File: src/rtl/microwave_pkg.sv
// rtl/microwave_pkg.sv - shared state encodings, widths and defaults for the microwave front panel
package microwave_pkg;

    localparam int TIME_W = 4;
    localparam logic [TIME_W-1:0] STEP_DEF    = 4'd1;
    localparam logic [TIME_W-1:0] MAX_SET_DEF = 4'd15;
    localparam int BEEP_CYCLES_DEF = 8;

    typedef enum logic [2:0] {
        ST_IDLE  = 3'd0,
        ST_SET   = 3'd1,
        ST_RUN   = 3'd2,
        ST_PAUSE = 3'd3,
        ST_DONE  = 3'd4
    } state_t;

    // Sum is formed one bit wider so a full shadow cannot wrap back to a small value.
    function automatic logic add_fits(input logic [TIME_W-1:0] shadow,
                                      input logic [TIME_W-1:0] step,
                                      input logic [TIME_W-1:0] max_set);
        logic [TIME_W:0] sum;
        sum = {1'b0, shadow} + {1'b0, step};
        return sum <= {1'b0, max_set};
    endfunction

endpackage

File: src/rtl/microwave_panel_ctrl_if.sv
// rtl/microwave_panel_ctrl_if.sv - panel button/door inputs and timer-facing outputs
interface microwave_panel_ctrl_if;
    import microwave_pkg::*;

    logic              btn_add;
    logic              btn_start;
    logic              btn_stop;
    logic              door_open;
    logic              p_run;
    logic [TIME_W-1:0] tin;
    logic              r;
    logic              beep;
    logic              timer_clr;
    logic [2:0]        state;

    modport master (
        output btn_add, btn_start, btn_stop, door_open, p_run,
        input  tin, r, beep, timer_clr, state
    );

    modport slave (
        input  btn_add, btn_start, btn_stop, door_open, p_run,
        output tin, r, beep, timer_clr, state
    );

endinterface

File: src/rtl/microwave_panel_ctrl_edge_det.sv
// rtl/microwave_panel_ctrl_edge_det.sv - registered rise/fall detector for one synchronous level
module panel_edge_det (
    input  logic clk,
    input  logic rst,
    input  logic d,
    output logic rise,
    output logic fall
);

    logic hist;

    always_ff @(posedge clk or posedge rst) begin
        if (rst) begin
            hist <= 1'b0;
            rise <= 1'b0;
            fall <= 1'b0;
        end else begin
            hist <= d;
            rise <= d & ~hist;
            fall <= ~d & hist;
        end
    end

endmodule

File: src/rtl/microwave_panel_ctrl.sv
// rtl/microwave_panel_ctrl.sv - panel FSM driving timer increment, run request and beep; PANEL_CANCEL_EN adds stop-to-cancel
module microwave_panel_ctrl
    import microwave_pkg::*;
#(
    parameter logic [TIME_W-1:0] STEP        = STEP_DEF,
    parameter int                BEEP_CYCLES = BEEP_CYCLES_DEF,
    parameter logic [TIME_W-1:0] MAX_SET     = MAX_SET_DEF
) (
    input  logic                   clk,
    input  logic                   rst,
    microwave_panel_ctrl_if.slave  pif
);

    logic add_rise, start_rise, stop_rise, p_fall;
    logic add_fall_unused, start_fall_unused, stop_fall_unused, p_rise_unused;

    panel_edge_det u_add   (.clk(clk), .rst(rst), .d(pif.btn_add),   .rise(add_rise),      .fall(add_fall_unused));
    panel_edge_det u_start (.clk(clk), .rst(rst), .d(pif.btn_start), .rise(start_rise),    .fall(start_fall_unused));
    panel_edge_det u_stop  (.clk(clk), .rst(rst), .d(pif.btn_stop),  .rise(stop_rise),     .fall(stop_fall_unused));
    panel_edge_det u_prun  (.clk(clk), .rst(rst), .d(pif.p_run),     .rise(p_rise_unused), .fall(p_fall));

    state_t            st_q, st_n;
    logic [TIME_W-1:0] shadow_q, shadow_n, tin_q, tin_n;
    logic [7:0]        cnt_q, cnt_n;
    logic              seen_q, seen_n;
    logic              r_q, r_n, beep_q, beep_n, clr_q, clr_n;
    logic              add_ok, cancel;

    assign add_ok = add_rise && add_fits(shadow_q, STEP, MAX_SET);

`ifdef PANEL_CANCEL_EN
    assign cancel = stop_rise;
`else
    assign cancel = 1'b0;
`endif

    always_ff @(posedge clk or posedge rst) begin
        if (rst) begin
            st_q     <= ST_IDLE;
            shadow_q <= '0;
            tin_q    <= '0;
            cnt_q    <= '0;
            seen_q   <= 1'b0;
            r_q      <= 1'b0;
            beep_q   <= 1'b0;
            clr_q    <= 1'b0;
        end else begin
            st_q     <= st_n;
            shadow_q <= shadow_n;
            tin_q    <= tin_n;
            cnt_q    <= cnt_n;
            seen_q   <= seen_n;
            r_q      <= r_n;
            beep_q   <= beep_n;
            clr_q    <= clr_n;
        end
    end

    always_comb begin
        st_n     = st_q;
        shadow_n = shadow_q;
        cnt_n    = cnt_q;
        seen_n   = seen_q;
        tin_n    = '0;
        beep_n   = 1'b0;
        clr_n    = 1'b0;
        case (st_q)
            ST_IDLE: begin
                if (add_ok) begin
                    tin_n    = STEP;
                    shadow_n = shadow_q + STEP;
                    st_n     = ST_SET;
                end
            end
            ST_SET: begin
                if (cancel) begin
                    clr_n    = 1'b1;
                    shadow_n = '0;
                    seen_n   = 1'b0;
                    st_n     = ST_IDLE;
                end else if (start_rise && !pif.door_open && shadow_q != '0) begin
                    st_n = ST_RUN;
                end else if (add_ok) begin
                    tin_n    = STEP;
                    shadow_n = shadow_q + STEP;
                end
            end
            ST_RUN: begin
                if (pif.p_run) seen_n = 1'b1;
                // Completion outranks a pause request arriving in the same cycle.
                if (p_fall && seen_q) begin
                    st_n     = ST_DONE;
                    beep_n   = 1'b1;
                    cnt_n    = 8'(BEEP_CYCLES);
                    shadow_n = '0;
                    seen_n   = 1'b0;
                end else if (pif.door_open || stop_rise) begin
                    st_n = ST_PAUSE;
                end
            end
            ST_PAUSE: begin
                if (cancel) begin
                    clr_n    = 1'b1;
                    shadow_n = '0;
                    seen_n   = 1'b0;
                    st_n     = ST_IDLE;
                end else if (start_rise && !pif.door_open) begin
                    st_n = ST_RUN;
                end
            end
            ST_DONE: begin
                if (add_rise || start_rise || stop_rise || cnt_q <= 8'd1) begin
                    st_n  = ST_IDLE;
                    cnt_n = '0;
                end else begin
                    cnt_n  = cnt_q - 8'd1;
                    beep_n = 1'b1;
                end
            end
            default: begin
                st_n     = ST_IDLE;
                shadow_n = '0;
                seen_n   = 1'b0;
                cnt_n    = '0;
            end
        endcase
        r_n = (st_n == ST_RUN);
    end

    assign pif.tin       = tin_q;
    assign pif.r         = r_q;
    assign pif.beep      = beep_q;
    assign pif.timer_clr = clr_q;
    assign pif.state     = st_q;

endmodule
File: src/flat_wrapper.sv
// flat-port wrapper written by rule: the top's interface ports become plain ports
module microwave_panel_ctrl_flat import microwave_pkg::*;
#(
    parameter logic [TIME_W-1:0] STEP        = STEP_DEF,
    parameter int                BEEP_CYCLES = BEEP_CYCLES_DEF,
    parameter logic [TIME_W-1:0] MAX_SET     = MAX_SET_DEF
)
  (clk, rst, pif_btn_add, pif_btn_start, pif_btn_stop, pif_door_open, pif_p_run, pif_tin, pif_r, pif_beep, pif_timer_clr, pif_state);
  microwave_panel_ctrl_if pif_i ();
  input  logic clk;
  input  logic rst;
  input wire logic [$bits(pif_i.btn_add)-1:0] pif_btn_add;
  input wire logic [$bits(pif_i.btn_start)-1:0] pif_btn_start;
  input wire logic [$bits(pif_i.btn_stop)-1:0] pif_btn_stop;
  input wire logic [$bits(pif_i.door_open)-1:0] pif_door_open;
  input wire logic [$bits(pif_i.p_run)-1:0] pif_p_run;
  output wire logic [$bits(pif_i.tin)-1:0] pif_tin;
  output wire logic [$bits(pif_i.r)-1:0] pif_r;
  output wire logic [$bits(pif_i.beep)-1:0] pif_beep;
  output wire logic [$bits(pif_i.timer_clr)-1:0] pif_timer_clr;
  output wire logic [$bits(pif_i.state)-1:0] pif_state;
  assign pif_i.btn_add = pif_btn_add;
  assign pif_i.btn_start = pif_btn_start;
  assign pif_i.btn_stop = pif_btn_stop;
  assign pif_i.door_open = pif_door_open;
  assign pif_i.p_run = pif_p_run;
  assign pif_tin = pif_i.tin;
  assign pif_r = pif_i.r;
  assign pif_beep = pif_i.beep;
  assign pif_timer_clr = pif_i.timer_clr;
  assign pif_state = pif_i.state;
  microwave_panel_ctrl #(.STEP(STEP), .BEEP_CYCLES(BEEP_CYCLES), .MAX_SET(MAX_SET)) u_core (.clk(clk), .rst(rst), .pif(pif_i));
endmodule
File: config.mk
export PLATFORM = sky130hd
export DESIGN_NAME = microwave_panel_ctrl_flat
export DESIGN_NICKNAME = d
export VERILOG_FILES = /design/src/rtl/microwave_pkg.sv /design/src/rtl/microwave_panel_ctrl_if.sv /design/src/rtl/microwave_panel_ctrl_edge_det.sv /design/src/rtl/microwave_panel_ctrl.sv /design/src/flat_wrapper.sv
export SDC_FILE = /design/constraint.sdc
export NUM_CORES = 1
export LEC_CHECK = 0
export ABC_AREA = 0
export CAP_MARGIN = 20
export CORE_MARGIN = 1
export CORE_UTILIZATION = 25
export CTS_BUF_LIST = sky130_fd_sc_hd__clkbuf_8
export DETAILED_ROUTE_END_ITERATION = 6
export GPL_ROUTABILITY_DRIVEN = 0
export GPL_TIMING_DRIVEN = 0
export PLACE_DENSITY = 0.53
export SYNTH_ARGS = -nofsm -noshare
export SYNTH_HDL_FRONTEND = slang
export SYNTH_SLANG_ARGS = --single-unit
File: constraint.sdc
create_clock -name clk -period 2.65 [get_ports clk]
set_input_delay 0.53 -clock clk [delete_from_list [all_inputs] [get_ports clk]]
set_output_delay 0.53 -clock clk [all_outputs]
set_load 0.03 [all_outputs]
=== After elaboration in Yosys (flattened, before gate mapping) ===
Cells that the tools add are included.

* Register bits after elaboration: 30
* Latch bits: 0
* Bits in writable memories: 0
* Bits in read-only memories: 0
* Input port bits: 7
* Output and inout bits: 10
* Logic and storage cells: 79
* Memories kept: 0

* Add/subtract/negate cells: 3
* Multiply operators: 0
* Divide/modulo/power cells: 0
* Order comparisons: 2
* Eq/ne operators: 8
* Shift-type cells: 0
* Mux-type cells: 23
* Bitwise logic cells: 11
* Reductions and logical operators: 17

{| class="wikitable"
|+ Operator list
! kind !! count
|-
| $pmux 8 s3 || 1
|-
| $mux 3 || 6
|-
| $mux 4 || 4
|-
| $mux 8 || 2
|-
| $pmux 4 s4 || 1
|-
| $pmux 3 s5 || 1
|-
| $eq 3x2->1 const B || 3
|-
| $le 8x1->1 const B || 1
|-
| $pmux 4 s2 || 1
|-
| $sub 8x1->8 const B || 1
|-
| $not 1->1 || 7
|-
| $add 4x1->5 const B || 1
|-
| $le 5x4->1 const B || 1
|-
| $mux 1 || 5
|-
| $add 4x1->4 const B || 1
|-
| $and 1x1->1 || 4
|-
| $logic_and 1x1->1 || 4
|-
| $logic_or 1x1->1 || 4
|-
| $pmux 1 s2 || 2
|-
| $reduce_and 2->1 || 2
|-
| $reduce_bool 4->1 || 1
|-
| $reduce_or 4->1 || 1
|-
| $eq 3x1->1 const B || 1
|-
| $eq 3x3->1 const B || 1
|-
| other kinds (8) || 8
|}

=== Longest topological paths before layout ===
Gate-level depths: netlist of run 1.

* Depth after elaboration: 6
* Depth in mapped cells: 6
* Depth with buffers taken out: 6

=== By module ===
Synthesis of run 1 repeated with hierarchy kept, for this count alone.

* Cell total of the unflattened synthesis: 149
* Area total of the unflattened synthesis: 1524.0 um^2

{| class="wikitable"
|+ Modules (own cells, without submodules)
! module !! times used !! cells an instance !! area each (um^2) !! sequential area each (um^2)
|-
| microwave_panel_ctrl || 1 || 125 || 1148.6 || 475.5
|-
| panel_edge_det || 4 || 6 || 93.8 || 75.1
|}

=== Worst setup path after synthesis of run 1 ===
No wires, ideal clock.

* Path type: register -> register
* Start: reg u_core.shadow_q[0]
* End: reg u_core.r_q, in the netlist u_core.pif.r
* Library setup time: 0.119 ns
* Data arrival time: 1.485 ns
* Data required time: 2.531 ns
* Path slack: 1.046 ns
* Cell stages (with the launch flop): 6
* Clock period less this slack: 1.604 ns
* Cells stage by stage: dfrtp_1 > ha_1 > xor2_1 > and4_1 > o311a_1 > and2_1

* Longest elaborated chain between the ends: 6
* Elaborated cells between the ends (all ways): 9
* Those cells by class: add/sub (1); order compare (1); eq/ne (1); mux (3); reduce/logical (3)

{| class="wikitable"
|+ Ends and longest elaborated chain
! what !! RTL line !! RTL
|-
| start: declaration || microwave_panel_ctrl.sv:23 || <nowiki>logic [TIME_W-1:0] shadow_q, shadow_n, tin_q, tin_n;</nowiki>
|-
| start signal: assignment || microwave_panel_ctrl.sv:49 || <nowiki>shadow_q <= shadow_n;</nowiki>
|-
| $add 4x1->5 || microwave_pkg.sv:22 || <nowiki>sum = {1'b0, shadow} + {1'b0, step};</nowiki>
|-
| $le 5x4->1 || microwave_pkg.sv:23 || <nowiki>return sum <= {1'b0, max_set};</nowiki>
|-
| $logic_and 1x1->1 || microwave_panel_ctrl.sv:29 || <nowiki>assign add_ok = add_rise && add_fits(shadow_q, STEP, MAX_SET);</nowiki>
|-
| $mux 3 || microwave_panel_ctrl.sv:69 || <nowiki>if (add_ok) begin</nowiki>
|-
| $pmux 3 s5 * || microwave_panel_ctrl.sv:67 || <nowiki>case (st_q)</nowiki>
|-
| $eq 3x2->1 * || microwave_panel_ctrl.sv:127 || <nowiki>r_n = (st_n == ST_RUN);</nowiki>
|-
| net u_core.r_n || microwave_panel_ctrl.sv:26 || <nowiki>logic r_q, r_n, beep_q, beep_n, clr_q, clr_n;</nowiki>
|-
| end signal: assignment || microwave_panel_ctrl.sv:53 || <nowiki>r_q <= r_n;</nowiki>
|-
| end: declaration || microwave_panel_ctrl.sv:26 ||
|}

The timed path passes the listed nets; every way through them passes the cells marked *.
A chain may end at the register's enable or synchronous reset.

=== Final worst setup path of run 1 ===
* Start: reg u_core.st_q[0], in the netlist u_core.pif.state[0]
* End: out pif_state[0]

{| class="wikitable"
|+ RTL lines
! what !! RTL line !! RTL
|-
| start: declaration || microwave_panel_ctrl.sv:22 || <nowiki>state_t st_q, st_n;</nowiki>
|-
| start signal: assignment || microwave_panel_ctrl.sv:48 || <nowiki>st_q <= st_n;</nowiki>
|-
| end: declaration || flat_wrapper.sv:21 || <nowiki>output wire logic [$bits(pif_i.state)-1:0] pif_state;</nowiki>
|}

No word-level cell between the ends.

==> reports/qor.csv, run 1 <==
metric,value,unit
swShare,41.1,%
final_layout_size_suffix_gt1_share,11.9,%
ys_ff_latch,27,
post_cts_buffers,0,
endpoint_kind,output port,
yosysWarningCount,0,
cp_cell_sequence,clkdlybuf4s50_1,
hold_class,register to register,
cts_buffer_depth,2,
post_drt_wl_per_cell,11.9,um
period_minus_slack,2.00,ns
cp.buffers_inverters,1,
seqPwrFrac,39.5,%
areaGrowthSynthToFinish,19.8,%
final_cell_mix,"27 x dfrtp_1, 12 x clkdlybuf4s50_1, 9 x nand2_1",
cellInternalPower,0.912,mW
ys_seq_area_share,47.0,%
wl,2750,um
design_area,1720,um^2
gr-total-overflow,0,
slowest_delay,0.71,ns
clkLatencyLatePin,0.28,ns
die_h,77.8,um
ys_types,44,
grt_pass1_vias,1029,
drtPass1Iterations,4,
peakVddDrop,0.471,mV
fin_crit_sh,75.4,%
top_layer_used,met4,
ioPinCount,17,
seq_area,676,um^2
setup_viol,0,
synth_fa_ha_area_share,4.35,%
required,2.12,ns
leakagePower,0.747,nW
rows,27,
power,1.55,mW
worstPathArrival,1.47,ns
drt-initial-drc-count,47,
cts_tree,built,
rsz0062_at_grt,false,
synth_top_area_share,47.0,%
worst-path-max-fanout,8,
pwr-share-clk,16.0,%
wl_met3,73,um
syn-mean-instance-area,10.3,um^2
synth_ff_type,dfrtp_1,
synth_compound_area_share,16.9,%
cts_resized,0,
core-area,5540,um^2
wl_met1,1490,um
drcViolationCount,0,
fin_ws,0.652,ns
place_hpwl,2030,um
cts_hold_buf,0,
met2_length,1150,um
cts_root_buffer,clkbuf_8,
switchingPower,0.636,mW
diodes,0,
via_count,1075,
synth.area.top_cells,"dfrtp_1 47%, ha_1 4.4%, nand3b_1 3.7%, a31oi_1 3.5%, nand2_1 2.3%",
yosys.area_share.xor_xnor,0.609,%
fin_nets,172,
multi_input_area,682,um^2
fillers,595,
power.density,899,nW/um^2
startpoint_type,register,
ant_nets,0,
vias_per_cell,4.65,
clock_sinks,27,
synth_edf_count,0,
grt_pass1_wl,4880,um
die_w,77.8,um
synthSimpleGateAreaFrac,24.5,%
pre_cts_ws,0.580,ns
report.final.slew_viol_count,0,
synth.area.mux_share,0,%
fmax,501,MHz
ctsHtreeMaxLevel,1,
final_common_cell,dfrtp_1,
async_reset_ff_share,100,%
critical_path_class,register to output port,
reg2reg_slack,0.87,ns
io_buffers,12,
dieArea,6060,um^2
slowest_stage,clkdlybuf4s50_1,
p_comb_share,44.5,%
grt_max_degree,17,
syn-cell-area,1440,um^2
fin_skew,0.00599,ns
antenna_found_initial,0,
synth_top_family_by_area,simple AND/OR/NAND/NOR gates,
crit_family,buffers and inverters,
finalHoldViolations,0,
synth_area_leader_cell,dfrtp_1,
track_usage,10.0,%
dpl_cell_area,1670,um^2
syn-instance-count,139,
outcome,finished clean,
relSlewSlack,59.6,%
numCtsBuffers,3,
drv_cap,0,
clk_pin_slew,0.10,ns
finalSetupTns,0,ns
fin_cells,231,
dp_cells,227,
initial_utilization,25.9,%
worst_pin_slew,0.605,ns
## state kept, by name, summed over array words and instances (netlist names)
signal               count
u_core.cnt_q             8
u_core.shadow_q          4
u_core.pif.state         3
u_core.pif.beep          1
u_core.pif.r             1
u_core.pif.tin           1
u_core.seen_q            1
u_core.u_add.hist        1
u_core.u_add.rise        1
u_core.u_prun.fall       1
u_core.u_prun.hist       1
u_core.u_start.hist      1
u_core.u_start.rise      1
u_core.u_stop.hist       1
u_core.u_stop.rise       1
## layer usage
layer  up-vias  global-route usage, %
li1        544                      -
met1       508                   15.1
met2        19                   14.2
met3         4                   1.18
met4         0                   4.53
met5         -                      0
## cell usage after synthesis (2+ instances only)
| master | count |
|---|---|
| a21o_1 | 3 |
| a21oi_1 | 3 |
| a31oi_1 | 8 |
| and2_1 | 3 |
| buf_4 | 4 |
| buf_6 | 2 |
| dfrtp_1 | 27 |
| ha_1 | 5 |
| inv_1 | 7 |
| nand2_1 | 9 |
| nand2b_1 | 4 |
| nand3_1 | 4 |
| nand3b_1 | 7 |
| nand4_1 | 2 |
| nor2_1 | 7 |
| nor2b_1 | 5 |
| nor3_1 | 3 |
| o2111ai_1 | 2 |
| o211ai_1 | 3 |
| o21ai_0 | 4 |
| o22ai_1 | 3 |
| or4_1 | 2 |
## cells by family after synthesis
family,count (synthesis)
AOI/OAI and AO/OA,34
adders and majority gates,5
buffers and inverters,16
other,1
DFF,27
and+or+nand+nor,55
xor gates and xnor gates,1
## power groups by stage
| stage | Sequential (mW) | Clock [mW] | Combinational, mW |
|---|---|---|---|
| after floorplan | 0.648 | 0 | 0.469 |
| after global placement | 0.620 | 0 | 0.682 |
| after detailed placement | 0.621 | 0 | 0.688 |
| after CTS | 0.612 | 0.253 | 0.692 |
| after global routing | 0.630 | 0.267 | 0.777 |
| final | 0.611 | 0.248 | 0.689 |
## worst paths after layout
check / from / end / cells after the start
setup reg to reg: u_core.shadow_q[0] / u_core.shadow_q[0] / 6
hold / removal: u_core.u_start.hist / u_core.u_start.rise / 1
setup / recovery: u_core.pif.state[0] / pif_state[0] / 1
hold reg to reg: u_core.u_start.hist / u_core.u_start.rise / 1
min in group asynchronous: rst / u_core.seen_q / 2
max in group asynchronous: rst / u_core.pif.beep / 3
## metrics by stage
step	util, %	hold slack [ns]
6_report	31.1	0.395
5_1_grt	31.1	0.409
4_1_cts	31.1	0.398
3_5_place_dp	30.2	0.383
3_3_place_gp	29.9	0.381
2_1_floorplan	-	0.378
## area by class of cell
cell class,instances,area share (%)
sequential,27,39.2
clock buffer,3,2.40
timing repair buffer,13,7.84
tap,72,5.23
inverter,7,1.53
buffer,9,3.78
clock inverter,1,0.436
multi-input combinational,99,39.6
Power figures use the tool's default switching activity.
==> run 2, diff against run 1 <==
==> constraint.sdc (replaced) <==
create_clock -name clk -period 2 [get_ports clk]
set_input_delay 0.4 -clock clk [delete_from_list [all_inputs] [get_ports clk]]
set_output_delay 0.4 -clock clk [all_outputs]
set_load 0.03 [all_outputs]
==> results of run 2 <==
Same layout as run 1 (identical final DEF). Status: finished clean.
Main changes from that run: setup slack after placement 0.580 ns -> 0.0596 ns; setup slack after layout 0.652 ns -> 0.132 ns; register-to-register setup slack 0.87 ns -> 0.22 ns; total power 1.55 mW -> 2.05 mW; worst IR drop on VDD 0.471 mV -> 0.624 mV
==> run 3, diff against run 2 <==
--- a/config.mk
+++ b/config.mk
@@ -7,13 +7,15 @@
 export LEC_CHECK = 0
 export ABC_AREA = 0
 export CAP_MARGIN = 20
+export CELL_PAD_IN_SITES_DETAIL_PLACEMENT = 1
+export CELL_PAD_IN_SITES_GLOBAL_PLACEMENT = 1
 export CORE_MARGIN = 1
 export CORE_UTILIZATION = 25
 export CTS_BUF_LIST = sky130_fd_sc_hd__clkbuf_8
 export DETAILED_ROUTE_END_ITERATION = 6
 export GPL_ROUTABILITY_DRIVEN = 0
 export GPL_TIMING_DRIVEN = 0
-export PLACE_DENSITY = 0.53
+export PLACE_DENSITY = 0.63
 export SYNTH_ARGS = -nofsm -noshare
 export SYNTH_HDL_FRONTEND = slang
 export SYNTH_SLANG_ARGS = --single-unit
==> constraint.sdc (replaced) <==
create_clock -name clk -period 1.6 [get_ports clk]
set_input_delay 0.32 -clock clk [delete_from_list [all_inputs] [get_ports clk]]
set_output_delay 0.32 -clock clk [all_outputs]
set_load 0.03 [all_outputs]
==> run 3 against run 2 <==
  * The run now ends with setup timing left
  * Routed wire length is 24% higher
  * Clock-buffer cell count stayed put
  * Setup slack worse by 0.18 ns
  * Combinational power is 53% higher
  * First-iteration DRC count is 120% higher
  * Worst hold slack worse by 0.038 ns
  * Largest cell class unchanged
  * Sequential share of layout area is 3.0 points lower
  * Clock skew hardly changed
==> reports/qor.csv, run 3 (synthesized netlist as in run 1, its figures left out) <==
metric,value,unit
ioPinCount,17,
dieArea,6060,um^2
final_layout_size_suffix_gt1_share,23.2,%
post_drt_wl_per_cell,14.3,um
design_area,1870,um^2
outcome,finished with violations,
rows,27,
report.final.slew_viol_count,0,
period_minus_slack,1.65,ns
worst-path-max-fanout,5,
startpoint_type,register,
leakagePower,0.857,nW
slowest_stage,dfrtp_2,
finalSetupTns,-0.113,ns
areaGrowthSynthToFinish,30.2,%
reg2reg_slack,-0.05,ns
drcViolationCount,0,
required,1.76,ns
worstPathArrival,1.81,ns
numCtsBuffers,3,
cts_buffer_depth,2,
grt_pass1_vias,1238,
via_count,1179,
drtPass1Iterations,4,
endpoint_kind,register,
peakVddDrop,0.359,mV
track_usage,11.8,%
final_common_cell,dfrtp_1,
slowest_delay,0.47,ns
r2r_end,u_core.shadow_q[1],
critical_path_class,register to register,
finalHoldViolations,0,
vias_per_cell,4.91,
pre_cts_ws,-0.284,ns
fin_skew,0.00563,ns
rsz0062_at_grt,true,
grt_max_degree,28,
final_cell_mix,"25 x dfrtp_1, 13 x buf_4, 9 x nand2_1",
wl,3430,um
antenna_found_initial,0,
gr-total-overflow,0,
reg2regPathDepth,6,
fin_nets,181,
diodes,0,
clock_sinks,27,
fin_crit_sh,103,%
final_util,33.8,%
die_h,77.8,um
fin_ws,-0.0458,ns
drv_cap,0,
power.density,1510,nW/um^2
top_register,u_core.cnt_q,
cp_cell_sequence,inv_4 -> ha_4 -> nor3b_4 -> o211ai_4 -> o211a_1 -> a211o_1,
reg2reg_from,u_core.shadow_q[0],
failed_checks,setup timing,
cts_hold_buf,0,
ctsHtreeMaxLevel,1,
place_hpwl,2390,um
fmax,608,MHz
drt-initial-drc-count,104,
io_buffers,12,
clk_pin_slew,0.09,ns
grt_pass1_wl,5690,um
cts_root_buffer,clkbuf_8,
initial_utilization,25.9,%
ant_nets,0,
setup_viol,3,
core-area,5540,um^2
hold_class,primary input to async pin,
dpl_cell_area,1660,um^2
die_w,77.8,um
relSlewSlack,63.5,%
worst_pin_slew,0.548,ns
largest_register_ffs,8,
power,2.83,mW
clkLatencyLatePin,0.28,ns
cts_tree,built,
## run 3: cell types whose count changed in the layout (fill, tap and decap cells not counted), moves of 2 or more
| cell | change |
|---|---|
| dlygate4sd2_1 | +4 |
| dfrtp_1 | -2 |
| dlymetal6s2s_1 | +2 |
| ha_1 | -2 |
| buf_4 | +9 |
| ha_4 | +2 |
| clkdlybuf4s50_1 | -6 |
| dfrtp_2 | +2 |
## run 3: what timing repair did
item | in CTS | in global routing
resized for setup | 17 | 9
pin swaps | 6 | 9
hold endpoints to repair | 0 | 0
cloned | 0 | 1
setup buffers | 6 | 2
endpoints found under the setup margin | 16 | 14
## run 3: worst max-delay path by stage
stage	start	to	slack [ns]	cells after the start
floorplan	u_core.shadow_q[0]	u_core.shadow_q[1]	0.0004	6
global placement	pif_door_open	u_core.shadow_q[1]	-0.26	5
detailed placement	pif_door_open	u_core.shadow_q[1]	-0.28	5
CTS	u_core.shadow_q[0]	u_core.shadow_q[1]	-0.05	6
global route	u_core.shadow_q[0]	u_core.shadow_q[1]	-0.14	6
finish	u_core.shadow_q[0]	u_core.shadow_q[1]	-0.05	6
## run 3: through the flow
stage | hold WS (ns) | instances
2_1_floorplan | 0.351 | 142
3_3_place_gp | 0.384 | 226
3_5_place_dp | 0.391 | 226
4_1_cts | 0.402 | 236
5_1_grt | 0.385 | 240
6_report | 0.357 | 240
## run 3: report_power, final
| part | switching [mW] | internal (mW) | total [mW] |
|---|---|---|---|
| Combinational | 0.762 | 0.635 | 1.40 |
| Clock | 0.214 | 0.172 | 0.387 |
| Sequential | 0.208 | 0.839 | 1.05 |
## run 3: critical path, delay by kind of cell, from the launching register on
| kind | cells | cell delay (ns) |
|---|---|---|
| buffers and inverters | 1 | 0.09 |
| and+or+nand+nor | 1 | 0.25 |
| adders and majority gates | 1 | 0.13 |
| AOI/OAI and AO/OA | 3 | 0.59 |
| DFF | 1 | 0.47 |
## run 3: final cells by class
class	instances	area (um^2)
buffer	9	68.8
clock buffer	3	41.3
clock inverter	1	3.75
fill	644	3670
inverter	7	28.8
multi-input combinational	99	742
sequential	27	678
tap	72	90.1
timing repair buffer	22	219
## run 3: layer usage
metal / share of wire [%] / track usage, % / up-vias
met4: 1.8 / 5.47 / 0
met5: 0 / 0 / -
met3: 3.2 / 1.41 / 7
met2: 50 / 21.2 / 29
li1: - / - / 556
met1: 45 / 13.9 / 587
